===== src/rtl/t07_pkg.sv =====
// Shared types and frame geometry for the t07 SPI frame receive path.
package t07_pkg;

  localparam int FRAME_BITS = 64;
  localparam int LANE_BITS  = 8;
  localparam int WORD_BITS  = 32;

  typedef enum logic [1:0] {
    RX_WAIT_CS = 2'd0,
    RX_IDLE    = 2'd1,
    RX_SHIFT   = 2'd2
  } state_rx_t;

  typedef struct packed {
    logic [WORD_BITS-1:0] addr;
    logic [WORD_BITS-1:0] data;
  } rx_word_t;

  // Frame lanes, high to low: A3 D3 A2 D2 A1 D1 A0 D0.
  function automatic rx_word_t deinterleave(input logic [FRAME_BITS-1:0] s);
    rx_word_t w;
    w = '0;
    for (int l = 0; l < 4; l++) begin
      w.addr[l*LANE_BITS +: LANE_BITS] = s[(2*l+1)*LANE_BITS +: LANE_BITS];
      w.data[l*LANE_BITS +: LANE_BITS] = s[(2*l)*LANE_BITS +: LANE_BITS];
    end
    return w;
  endfunction

endpackage


===== src/rtl/t07_spi_rx_fifo.sv =====
// First-word-fall-through buffer for completed frames.
// Pointers carry one extra wrap bit so full and empty are distinguishable.
module t07_spi_rx_fifo #(
  parameter int DEPTH = 2,
  parameter int WIDTH = 64
) (
  input  logic             clk,
  input  logic             nrst,
  input  logic             push,
  input  logic [WIDTH-1:0] push_data,
  input  logic             pop,
  output logic [WIDTH-1:0] head,
  output logic             empty,
  output logic             full
);

  localparam int AW = $clog2(DEPTH);

  logic [WIDTH-1:0] mem [DEPTH];
  logic [AW:0]      wr_ptr;
  logic [AW:0]      rd_ptr;
  logic             do_pop;
  logic             do_push;

  assign empty = (wr_ptr == rd_ptr);
  assign full  = (wr_ptr[AW] != rd_ptr[AW]) && (wr_ptr[AW-1:0] == rd_ptr[AW-1:0]);
  assign head  = mem[rd_ptr[AW-1:0]];

  // A pop on an empty buffer is ignored, so a push into an empty buffer is
  // always visible for at least one cycle. When full, a same-cycle pop frees
  // the slot the push needs.
  assign do_pop  = pop & ~empty;
  assign do_push = push & (~full | do_pop);

  // Pointer advance on accepted push/pop.
  always_ff @(posedge clk or negedge nrst) begin
    if (!nrst) begin
      wr_ptr <= '0;
      rd_ptr <= '0;
    end else begin
      if (do_push) wr_ptr <= wr_ptr + {{AW{1'b0}}, 1'b1};
      if (do_pop)  rd_ptr <= rd_ptr + {{AW{1'b0}}, 1'b1};
    end
  end

  // Storage; cleared at reset so the head reads zero until the first push.
  always_ff @(posedge clk or negedge nrst) begin
    if (!nrst) begin
      for (int i = 0; i < DEPTH; i++) mem[i] <= '0;
    end else if (do_push) begin
      mem[wr_ptr[AW-1:0]] <= push_data;
    end
  end

endmodule


===== src/rtl/t07_spi_frame_rx.sv =====
// SPI mode-0 peripheral receiver: synchronises the master's pins, shifts
// 64-bit frames MSB first, splits them into address/data and queues them.
//
//  state      | meaning
//  RX_WAIT_CS | waiting for cs_n high; sclk ignored (reset release or frame done)
//  RX_IDLE    | cs_n high, bit count held at zero, waiting for cs_n low
//  RX_SHIFT   | frame in progress, one bit shifted per sclk rise
module t07_spi_frame_rx
  import t07_pkg::*;
#(
  parameter int SYNC_STAGES = 2,
  parameter int FIFO_DEPTH  = 2
) (
  input  logic                 clk,
  input  logic                 nrst,
  input  logic                 sclk_i,
  input  logic                 cs_n_i,
  input  logic                 mosi_i,
  input  logic                 ready_i,
  output logic                 valid_o,
  output logic [WORD_BITS-1:0] addr_o,
  output logic [WORD_BITS-1:0] data_o,
  output logic                 busy_o,
  output logic                 frame_err_o,
  output logic                 overrun_o
);

  logic [SYNC_STAGES-1:0] sclk_sync;
  logic [SYNC_STAGES-1:0] cs_sync;
  logic [SYNC_STAGES-1:0] mosi_sync;
  logic                   sclk_s;
  logic                   cs_s;
  logic                   mosi_s;
  logic                   sclk_d1;
  logic                   rise;

  logic [1:0]             prime_cnt;
  logic                   primed;

  state_rx_t              state;
  logic [6:0]             count;
  logic [FRAME_BITS-2:0]  shreg;
  logic                   ovl;
  logic                   post_frame;

  logic [FRAME_BITS-1:0]  frame;
  logic                   last_rise;
  rx_word_t               push_word;
  rx_word_t               head_word;
  logic                   fifo_empty;
  logic                   fifo_full;
  logic                   pop;

  assign sclk_s = sclk_sync[SYNC_STAGES-1];
  assign cs_s   = cs_sync[SYNC_STAGES-1];
  assign mosi_s = mosi_sync[SYNC_STAGES-1];
  assign rise   = sclk_s & ~sclk_d1;
  assign primed = (prime_cnt == 2'd0);

  // Pin synchronisers plus the sclk edge-detect delay tap.
  always_ff @(posedge clk or negedge nrst) begin
    if (!nrst) begin
      sclk_sync <= '0;
      cs_sync   <= '1;
      mosi_sync <= '0;
      sclk_d1   <= 1'b0;
    end else begin
      sclk_sync <= {sclk_sync[SYNC_STAGES-2:0], sclk_i};
      cs_sync   <= {cs_sync[SYNC_STAGES-2:0], cs_n_i};
      mosi_sync <= {mosi_sync[SYNC_STAGES-2:0], mosi_i};
      sclk_d1   <= sclk_s;
    end
  end

  // The cs_n chain resets to "deselected"; until real pin values have
  // propagated through it, WAIT_CS must not trust that value or a frame
  // already in flight at reset release would be picked up part-way.
  always_ff @(posedge clk or negedge nrst) begin
    if (!nrst) begin
      prime_cnt <= 2'(SYNC_STAGES);
    end else if (!primed) begin
      prime_cnt <= prime_cnt - 2'd1;
    end
  end

  // The 64th bit goes straight from the sync chain into the FIFO in the
  // cycle its rise is detected, so the entry is visible one clock later.
  assign frame     = {shreg, mosi_s};
  assign last_rise = (state == RX_SHIFT) && !cs_s && rise &&
                     (count == 7'(FRAME_BITS - 1));
  assign push_word = deinterleave(frame);

  // Frame FSM, shift register, bit counter and the frame-error pulse.
  always_ff @(posedge clk or negedge nrst) begin
    if (!nrst) begin
      state       <= RX_WAIT_CS;
      count       <= '0;
      shreg       <= '0;
      ovl         <= 1'b0;
      post_frame  <= 1'b0;
      frame_err_o <= 1'b0;
    end else begin
      frame_err_o <= 1'b0;
      case (state)
        RX_WAIT_CS: begin
          if (primed && cs_s) begin
            state       <= RX_IDLE;
            frame_err_o <= ovl;
            ovl         <= 1'b0;
            post_frame  <= 1'b0;
          end else if (rise && !cs_s && post_frame) begin
            // Extra clocks after a complete frame: flag it, report on release.
            ovl <= 1'b1;
          end
        end
        RX_IDLE: begin
          count <= '0;
          if (!cs_s) state <= RX_SHIFT;
        end
        RX_SHIFT: begin
          if (cs_s) begin
            frame_err_o <= (count != 7'd0);
            count       <= '0;
            state       <= RX_IDLE;
          end else if (rise) begin
            shreg <= frame[FRAME_BITS-2:0];
            count <= count + 7'd1;
            if (count == 7'(FRAME_BITS - 1)) begin
              state      <= RX_WAIT_CS;
              post_frame <= 1'b1;
            end
          end
        end
        default: state <= RX_WAIT_CS;
      endcase
    end
  end

  // A completed frame that finds the FIFO full with no pop is dropped.
  always_ff @(posedge clk or negedge nrst) begin
    if (!nrst) begin
      overrun_o <= 1'b0;
    end else begin
      overrun_o <= last_rise & fifo_full & ~pop;
    end
  end

  t07_spi_rx_fifo #(
    .DEPTH (FIFO_DEPTH),
    .WIDTH (FRAME_BITS)
  ) u_fifo (
    .clk       (clk),
    .nrst      (nrst),
    .push      (last_rise),
    .push_data (push_word),
    .pop       (pop),
    .head      (head_word),
    .empty     (fifo_empty),
    .full      (fifo_full)
  );

  assign valid_o = ~fifo_empty;
  assign pop     = valid_o & ready_i;
  assign addr_o  = head_word.addr;
  assign data_o  = head_word.data;
  assign busy_o  = (state == RX_SHIFT) && (count != 7'd0);

endmodule

===== config.mk =====
export PLATFORM = sky130hd
export DESIGN_NAME = t07_spi_frame_rx
export DESIGN_NICKNAME = d
export VERILOG_FILES = /design/src/rtl/t07_pkg.sv /design/src/rtl/t07_spi_rx_fifo.sv /design/src/rtl/t07_spi_frame_rx.sv
export SDC_FILE = /design/constraint.sdc
export NUM_CORES = 1
export LEC_CHECK = 0
export BUFFER_PORTS_ARGS = -buffer_cell sky130_fd_sc_hd__buf_4
export CORE_MARGIN = 4
export CORE_UTILIZATION = 54
export DETAILED_ROUTE_END_ITERATION = 16
export PLACE_DENSITY_LB_ADDON = 0.05
export SYNTH_ARGS = -nofsm -noshare
export SYNTH_HDL_FRONTEND = slang
export SYNTH_SLANG_ARGS = --single-unit

===== constraint.sdc =====
create_clock -name clk -period 2.4 [get_ports clk]
set_clock_uncertainty 0.15 [all_clocks]
set_input_delay 0.48 -clock clk [delete_from_list [all_inputs] [get_ports clk]]
set_output_delay 0.48 -clock clk [all_outputs]
set_load 0.05 [all_outputs]

# [Word-level counts from Yosys, hierarchy flattened]
# Cells that the tools add are included.
[word_totals] register_bits=217 latchBits=0 mem_bits_rw=0 mem_bits_ro=0 inputBits=6 out_inout_bits=68 wordCells=96 memories=0
[classes] add_sub_neg=4 mul=0 div_mod_pow=0 magnitude_cmp=3 n_eq_ne=13 shift=0 muxes=25 n_bitwise=14 reduce_logical=21
[op_table] operator="two-way mux 64 bit" n=4
[op_table] operator="bitwise mux 128 bit" n=1
[op_table] operator="demux 64 bit (select 1 bit)" n=1
[op_table] operator="two-way mux 7 bit" n=2
[op_table] operator="one-hot mux 7 bit (2 select lines)" n=1
[op_table] operator="two-way mux 2 bit" n=5
[op_table] operator="logical AND 1 bit" n=9
[op_table] operator="two-way mux 1 bit" n=8
[op_table] operator="!= test 2 bit (second input constant)" n=4
[op_table] operator="adder 7 x 1 -> 7 bit (second input constant)" n=1
[op_table] operator="equality test 7 x 6 -> 1 bit (second input constant)" n=1
[op_table] operator="nonzero test 7 bit" n=1
[op_table] operator="bitwise AND 1 bit" n=6
[op_table] operator="one-hot mux 2 bit (3 select lines)" n=1
[op_table] operator="nonzero test 2 bit" n=3
[op_table] operator="NOT 1 bit" n=5
[op_table] operator="AND reduction 5 bit" n=1
[op_table] operator="adder 2 x 1 -> 2 bit (second input constant)" n=2
[op_table] operator=">= comparator 2 bit (second input constant)" n=2
[op_table] operator="zero test 2 bit" n=2
[op_table] operator="NOT 1 -> 2 bit" n=2
[op_table] operator="one-hot mux 1 bit (2 select lines)" n=2
[op_table] operator="AND reduction 2 bit" n=2
[op_table] operator="AND reduction 4 bit" n=1
[op_table] operator="other kinds (13)" n=13

# [Longest topological paths before layout]
[depth] word_depth=6 depth_mapped=7 depth_no_buf=6

# [Hierarchy]
# Synthesis repeated with hierarchy kept, for this count alone.
[hier_totals] hier_cells=726 area_unflattened_um2=9435.3
[modules_own_cells] mod="t07_spi_rx_fifo" instances=1 cells_per_inst=370 area_per_inst_um2=6025.8 seq_area_each_um2=3303.2
[modules_own_cells] mod="t07_spi_frame_rx" instances=1 cells_per_inst=356 area_per_inst_um2=3409.5 seq_area_each_um2=2130.8

# [Worst setup path after synthesis]
# Ideal clock, no wire load.
[synth_timing] path_kind="flip-flop to flip-flop" startpoint="register state[0]" endpoint="register u_fifo.mem[100] in the netlist's numbering" t_arrival_ns=1.956 slack_ns=0.169 path_stages_with_launch=7 path_buffers=3 path_cell_list="dfrtp_1 -> clkbuf_2 -> or3b_1 -> or4_1 -> buf_6 -> buf_6 -> mux2_4"
[synth_between] elab_chain_len=5
[synth_rtl] item="start, declared" line="t07_spi_frame_rx.sv:40" rtl="state_rx_t state;"
[synth_rtl] item="start signal, assigned" line="t07_spi_frame_rx.sv:96" rtl="state <= RX_WAIT_CS;"
[synth_rtl] item="start signal, assigned" line="t07_spi_frame_rx.sv:107" rtl="state <= RX_IDLE;"
[synth_rtl] item="start signal, assigned" line="t07_spi_frame_rx.sv:118" rtl="if (!cs_s) state <= RX_SHIFT;"
[synth_rtl] item="equality test 2 bit" line="t07_spi_frame_rx.sv:89" rtl="assign last_rise = (state == RX_SHIFT) && !cs_s && rise &&"
[synth_rtl] item="logical AND 1 bit (3 in a row)" line="t07_spi_frame_rx.sv:89"
[synth_rtl] item="bitwise AND 1 bit" line="t07_spi_rx_fifo.sv:33" rtl="assign do_push = push & (~full | do_pop);"
[synth_rtl] item="end signal, assigned by index" line="t07_spi_rx_fifo.sv:51" rtl="mem[wr_ptr[AW-1:0]] <= push_data;"
[synth_rtl] item="end, declared" line="t07_spi_rx_fifo.sv:19" rtl="logic [WIDTH-1:0] mem [DEPTH];"
# Every way passes these cells.
# A chain may end at the register's enable or synchronous reset.

# [Worst setup path after layout]
[layout_timing] startpoint="register u_fifo.rd_ptr[0]" endpoint="output port addr_o[24]"
[layout_between] elab_chain_len=4
[layout_rtl] item="start, declared" line="t07_spi_rx_fifo.sv:21" rtl="logic [AW:0] rd_ptr;"
[layout_rtl] item="start signal, assigned" line="t07_spi_rx_fifo.sv:42" rtl="if (do_pop) rd_ptr <= rd_ptr + {{AW{1'b0}}, 1'b1};"
[layout_rtl] item="NOT 1 -> 2 bit (implied by the code)" line="t07_spi_rx_fifo.sv:27" rtl="assign head = mem[rd_ptr[AW-1:0]];"
[layout_rtl] item="two-way mux 64 bit (implied by the code) (3 in a row)" line="t07_spi_rx_fifo.sv:27"
[layout_rtl] item="end, declared" line="t07_spi_frame_rx.sv:21" rtl="output logic [WORD_BITS-1:0] addr_o,"
# Every way passes these cells. The select of a mux whose other input is x is not followed.

==> impl_metrics.sql <==
INSERT INTO impl_metrics (metric_group, metric, value, unit) VALUES
('cts', 'cts_tree', 'yes', ''),
('sta', 'final.hold.worst_slack', '0.1038', 'ns'),
('cts', 'cts.sinks', '217', ''),
('cts', 'inserted_clock_buffers', '23', ''),
('die', 'die_x', '138.8', 'µm'),
('final_layout', 'most_common_library_cell_in_the_layout_ignoring_fill_and_taps', 'sky130_fd_sc_hd__dfrtp_1', ''),
('cts', 'clock_tree.root_cell', 'sky130_fd_sc_hd__clkbuf_16', ''),
('global_route', 'vias_in_the_first_global_route', '6093', ''),
('synth', 'main_combinational_cell_family_by_area_after_synthesis', 'multiplexers', ''),
('sta', 'postLayoutSetupSlackWorst', '-0.04937', 'ns'),
('global_route', 'first_pass_grt_wire_length', '32.20', 'mm'),
('sta', 'grt_setup_unrepaired', 'yes', ''),
('synth', 'number_of_distinct_library_cells_after_synthesis', '41', ''),
('die', 'initial_utilization', '55.36', '%'),
('sta', 'final_hold_viols', '0', ''),
('sta', 'clock.fmax', '408.3', 'MHz'),
('synth', 'synth_seq_area_share', '58.78', '%'),
('sta', 'max_slew.worst_pin.slew', '0.6853', 'ns'),
('die', 'die-area', '0.01928', 'mm²'),
('min_path', 'hold_path.startpoint', 'ready_i', ''),
('min_path', 'hold_class', 'input pin to flip-flop', ''),
('setup_path', 'timing.critical_path.required', '1.77', 'ns'),
('die', 'die_height', '138.8', 'µm'),
('setup_path', 'cp.buffers_inverters', '3', ''),
('final_layout', 'final_design_area_no_fill', '0.01150', 'mm²'),
('global_route', 'globalRouteOverflowTotal', '0', ''),
('synth', 'post_synth.cell_area_avg', '12.89', 'µm²'),
('pwr', 'leakage_power_figure', '6.139', 'nW'),
('drt', 'drt_pre_antenna_iters', '4', ''),
('die', 'io-pin-count', '74', ''),
('min_path', 'min_path_cells', '3', ''),
('setup_path', 'cp.arrival', '1.82', 'ns'),
('setup_path', 'crit_path_cell_trace', 'buf_12, buf_16, mux2_2, buf_6', ''),
('synth', 'post_synth_instance_area', '0.009245', 'mm²'),
('sta', 'layout_min_cycle_time', '2.449', 'ns'),
('synth', 'synthSimpleGateAreaFrac', '10.35', '%'),
('sta', 'finalCritPeriodShare', '102.1', '%'),
('final_layout', 'area_delta_synth_final', '24.37', '%'),
('pwr', 'power.density_cell_area', '714.5', 'mW/mm²'),
('status', 'run_status', 'finished with violations', ''),
('setup_path', 'critical-path-top-delay-family', 'flip-flops', ''),
('drt', 'vias_per_cell', '5.391', ''),
('synth', 'syn_nets', '726', ''),
('setup_path', 'r2r.worst_path.cells', '6', ''),
('setup_path', 'timing.rr.start', 'count[1]$_DFFE_PN0P_', ''),
('drt', 'detailedRoute.firstIterationViolations', '311', ''),
('place', 'pre_cts_ws', '0.06798', 'ns'),
('place', 'post-dp-hpwl', '10.70', 'mm'),
('cts', 'clk_pin_slew', '0.06', 'ns'),
('global_route', 'pin_count_of_the_biggest_net_entering_global_routing', '69', ''),
('setup_path', 'r2r-end', 'u_fifo.mem[103]$_DFFE_PN0P_', ''),
('pwr', 'total_power', '8.216', 'mW'),
('global_route', 'grt.total_usage', '20.22', '%'),
('final_layout', 'diodes', '0', ''),
('final_layout', 'layout_cell_share_with_drive_strength_beyond_1', '42.17', '%'),
('sta', 'final_slew_violations', '0', ''),
('status', 'violations', 'negative setup slack', ''),
('sta', 'slew_headroom', '54.01', '%'),
('synth', 'post_synth_xor_area_fraction', '0.5684', '%'),
('sta', 'setup_violations', '67', ''),
('final_layout', 'layout.cells.most_common_list', 'sky130_fd_sc_hd__dfrtp_1, sky130_fd_sc_hd__nand2_1, sky130_fd_sc_hd__mux2_2', ''),
('synth', 'post_synth_inst_count', '717', ''),
('global_route', 'antenna_found_initial', '0', ''),
('setup_path', 'timing.setup.critical_path_class', 'flip-flop to output port', ''),
('cts', 'clock_insertion_delay_worst_skew', '0.51', 'ns'),
('drt', 'postRouteAntennaNets', '0', ''),
('final_layout', 'nets', '830', ''),
('drt', 'post_drt_wl_per_cell', '18.97', 'µm'),
('synth', 'synth_compound_area_share', '1.759', '%'),
('min_path', 'timing.hold.worst_endpoint', 'u_fifo.rd_ptr[0]$_DFFE_PN0P_', ''),
('place', 'post_dp_cell_area', '0.01010', 'mm²');
## state kept, by name (all words and copies together) (netlist names)
register and flops:
prime_cnt 2, overrun_o 1, u_fifo.mem 128, count 7, sclk_d1 1, frame_err_o 1, shreg 63, u_fifo.rd_ptr 2
u_fifo.wr_ptr 2, cs_sync 2, state 2, sclk_sync 2, mosi_sync 2, ovl 1, post_frame 1
## what timing repair did
item / in CTS / in global routing
setup buffers: 4 / 7
pin swaps: 0 / 6
endpoints found under the setup margin: 65 / 107
hold buffers: 4 / 0
hold endpoints to repair: 44 / 0
gates resized for setup: 73 / 18
gates cloned: 5 / 6
## power by group
| group | leakage [nW] | switching, mW | internal (mW) |
|---|---|---|---|
| logic | 2.81 | 0.604 | 0.592 |
| clock network | 0.336 | 1.40 | 1.87 |
| registers | 2.99 | 0.0465 | 3.70 |
## routing by layer
metal / vias up / share of wire [%] / wire length, µm / global-route usage (%)
met5: - / 0 / 0 / 0
met2: 112 / 48 / 9707 / 33.04
met4: 0 / 2.8 / 555 / 5.510
li1: 2642 / - / - / -
met1: 2905 / 45 / 9032 / 28.70
met3: 39 / 3.8 / 752 / 2.897
## worst reg2reg max path, stage by stage, from the launching register on
cell	delay [ns]
sky130_fd_sc_hd__dfrtp_1	0.36
sky130_fd_sc_hd__ha_2	0.20
sky130_fd_sc_hd__and4b_1	0.21
sky130_fd_sc_hd__nand4_1	0.23
sky130_fd_sc_hd__or4_4	0.62
sky130_fd_sc_hd__clkbuf_16	0.23
sky130_fd_sc_hd__mux2_4	0.30
## stage by stage
step | utilization [%] | std cells | TNS [ns]
after CTS | 67.58 | 1045 | -3.743
after detailed placement | 60.46 | 991 | 0
after floorplan | - | 717 | 0
final | 68.85 | 1057 | -1.434
after global routing | 68.85 | 1057 | -5.332
after global placement | 60.46 | 991 | 0
## synthesized netlist by cell type, drive strengths merged
cell     count  area, µm²
a2111o       3      33.78
a211oi       1      7.510
a21o         2      15.01
a21oi        3      15.01
a22o         2      17.52
a31oi        1      6.260
a32o         1      10.01
and2         3      18.77
and4b        1      10.01
and4bb       1      12.51
buf         22      171.4
clkbuf      16      61.30
dfrtp      214       5355
dfstp        3      78.83
ha           3      37.54
inv          6      22.52
mux2       192       2346
nand2      203      762.0
nand2b       1      6.260
nand3        5      25.02
nand3b       3      22.52
nand4        1      6.260
nor2         3      11.26
nor2b        2      12.51
nor3         4      20.02
nor3b        2      15.01
nor4         1      6.260
o2111ai      3      26.28
o21ai        3      15.01
o22a         1      8.760
o31ai        1      7.510
or2          2      12.51
or3b         1      8.760
or4          1      7.510
xnor2        6      52.55
## worst max path at each step
stage,endpoint,cells after the start,slack [ns],from
after floorplan,u_fifo.mem[100]$_DFFE_PN0P_,6,0.17,state[0]$_DFFE_PN0P_
after global placement,u_fifo.mem[86]$_DFFE_PN0P_,6,0.11,u_fifo.rd_ptr[0]$_DFFE_PN0P_
after detailed placement,u_fifo.mem[86]$_DFFE_PN0P_,6,0.07,count[1]$_DFFE_PN0P_
after CTS,addr_o[2],4,-0.08,u_fifo.rd_ptr[0]$_DFFE_PN0P_
after global routing,data_o[17],4,-0.10,u_fifo.rd_ptr[0]$_DFFE_PN0P_
final,addr_o[24],4,-0.05,u_fifo.rd_ptr[0]$_DFFE_PN0P_
## layout make-up
cell class	instances	area, µm²	area share (%)
flip-flops and latches	217	5441	47.32
multi-input cells	457	3605	31.35
repair buffers	116	1468	12.76
clock buffers	35	650.6	5.658
well taps	220	275.3	2.394
clock inverters	6	36.28	0.3156
inverters	6	22.52	0.1959
## cell families (layout without fill, tap and decap cells)
logic type      Yosys count  count (layout)
compound gates           21              21
xor+xnor                  6               6
fa+ha+maj                 3               3
buf+inv                  44             163
flops                   217             217
mux                     192             192
simple gates            234             235
Power figures use the tool's default switching activity.
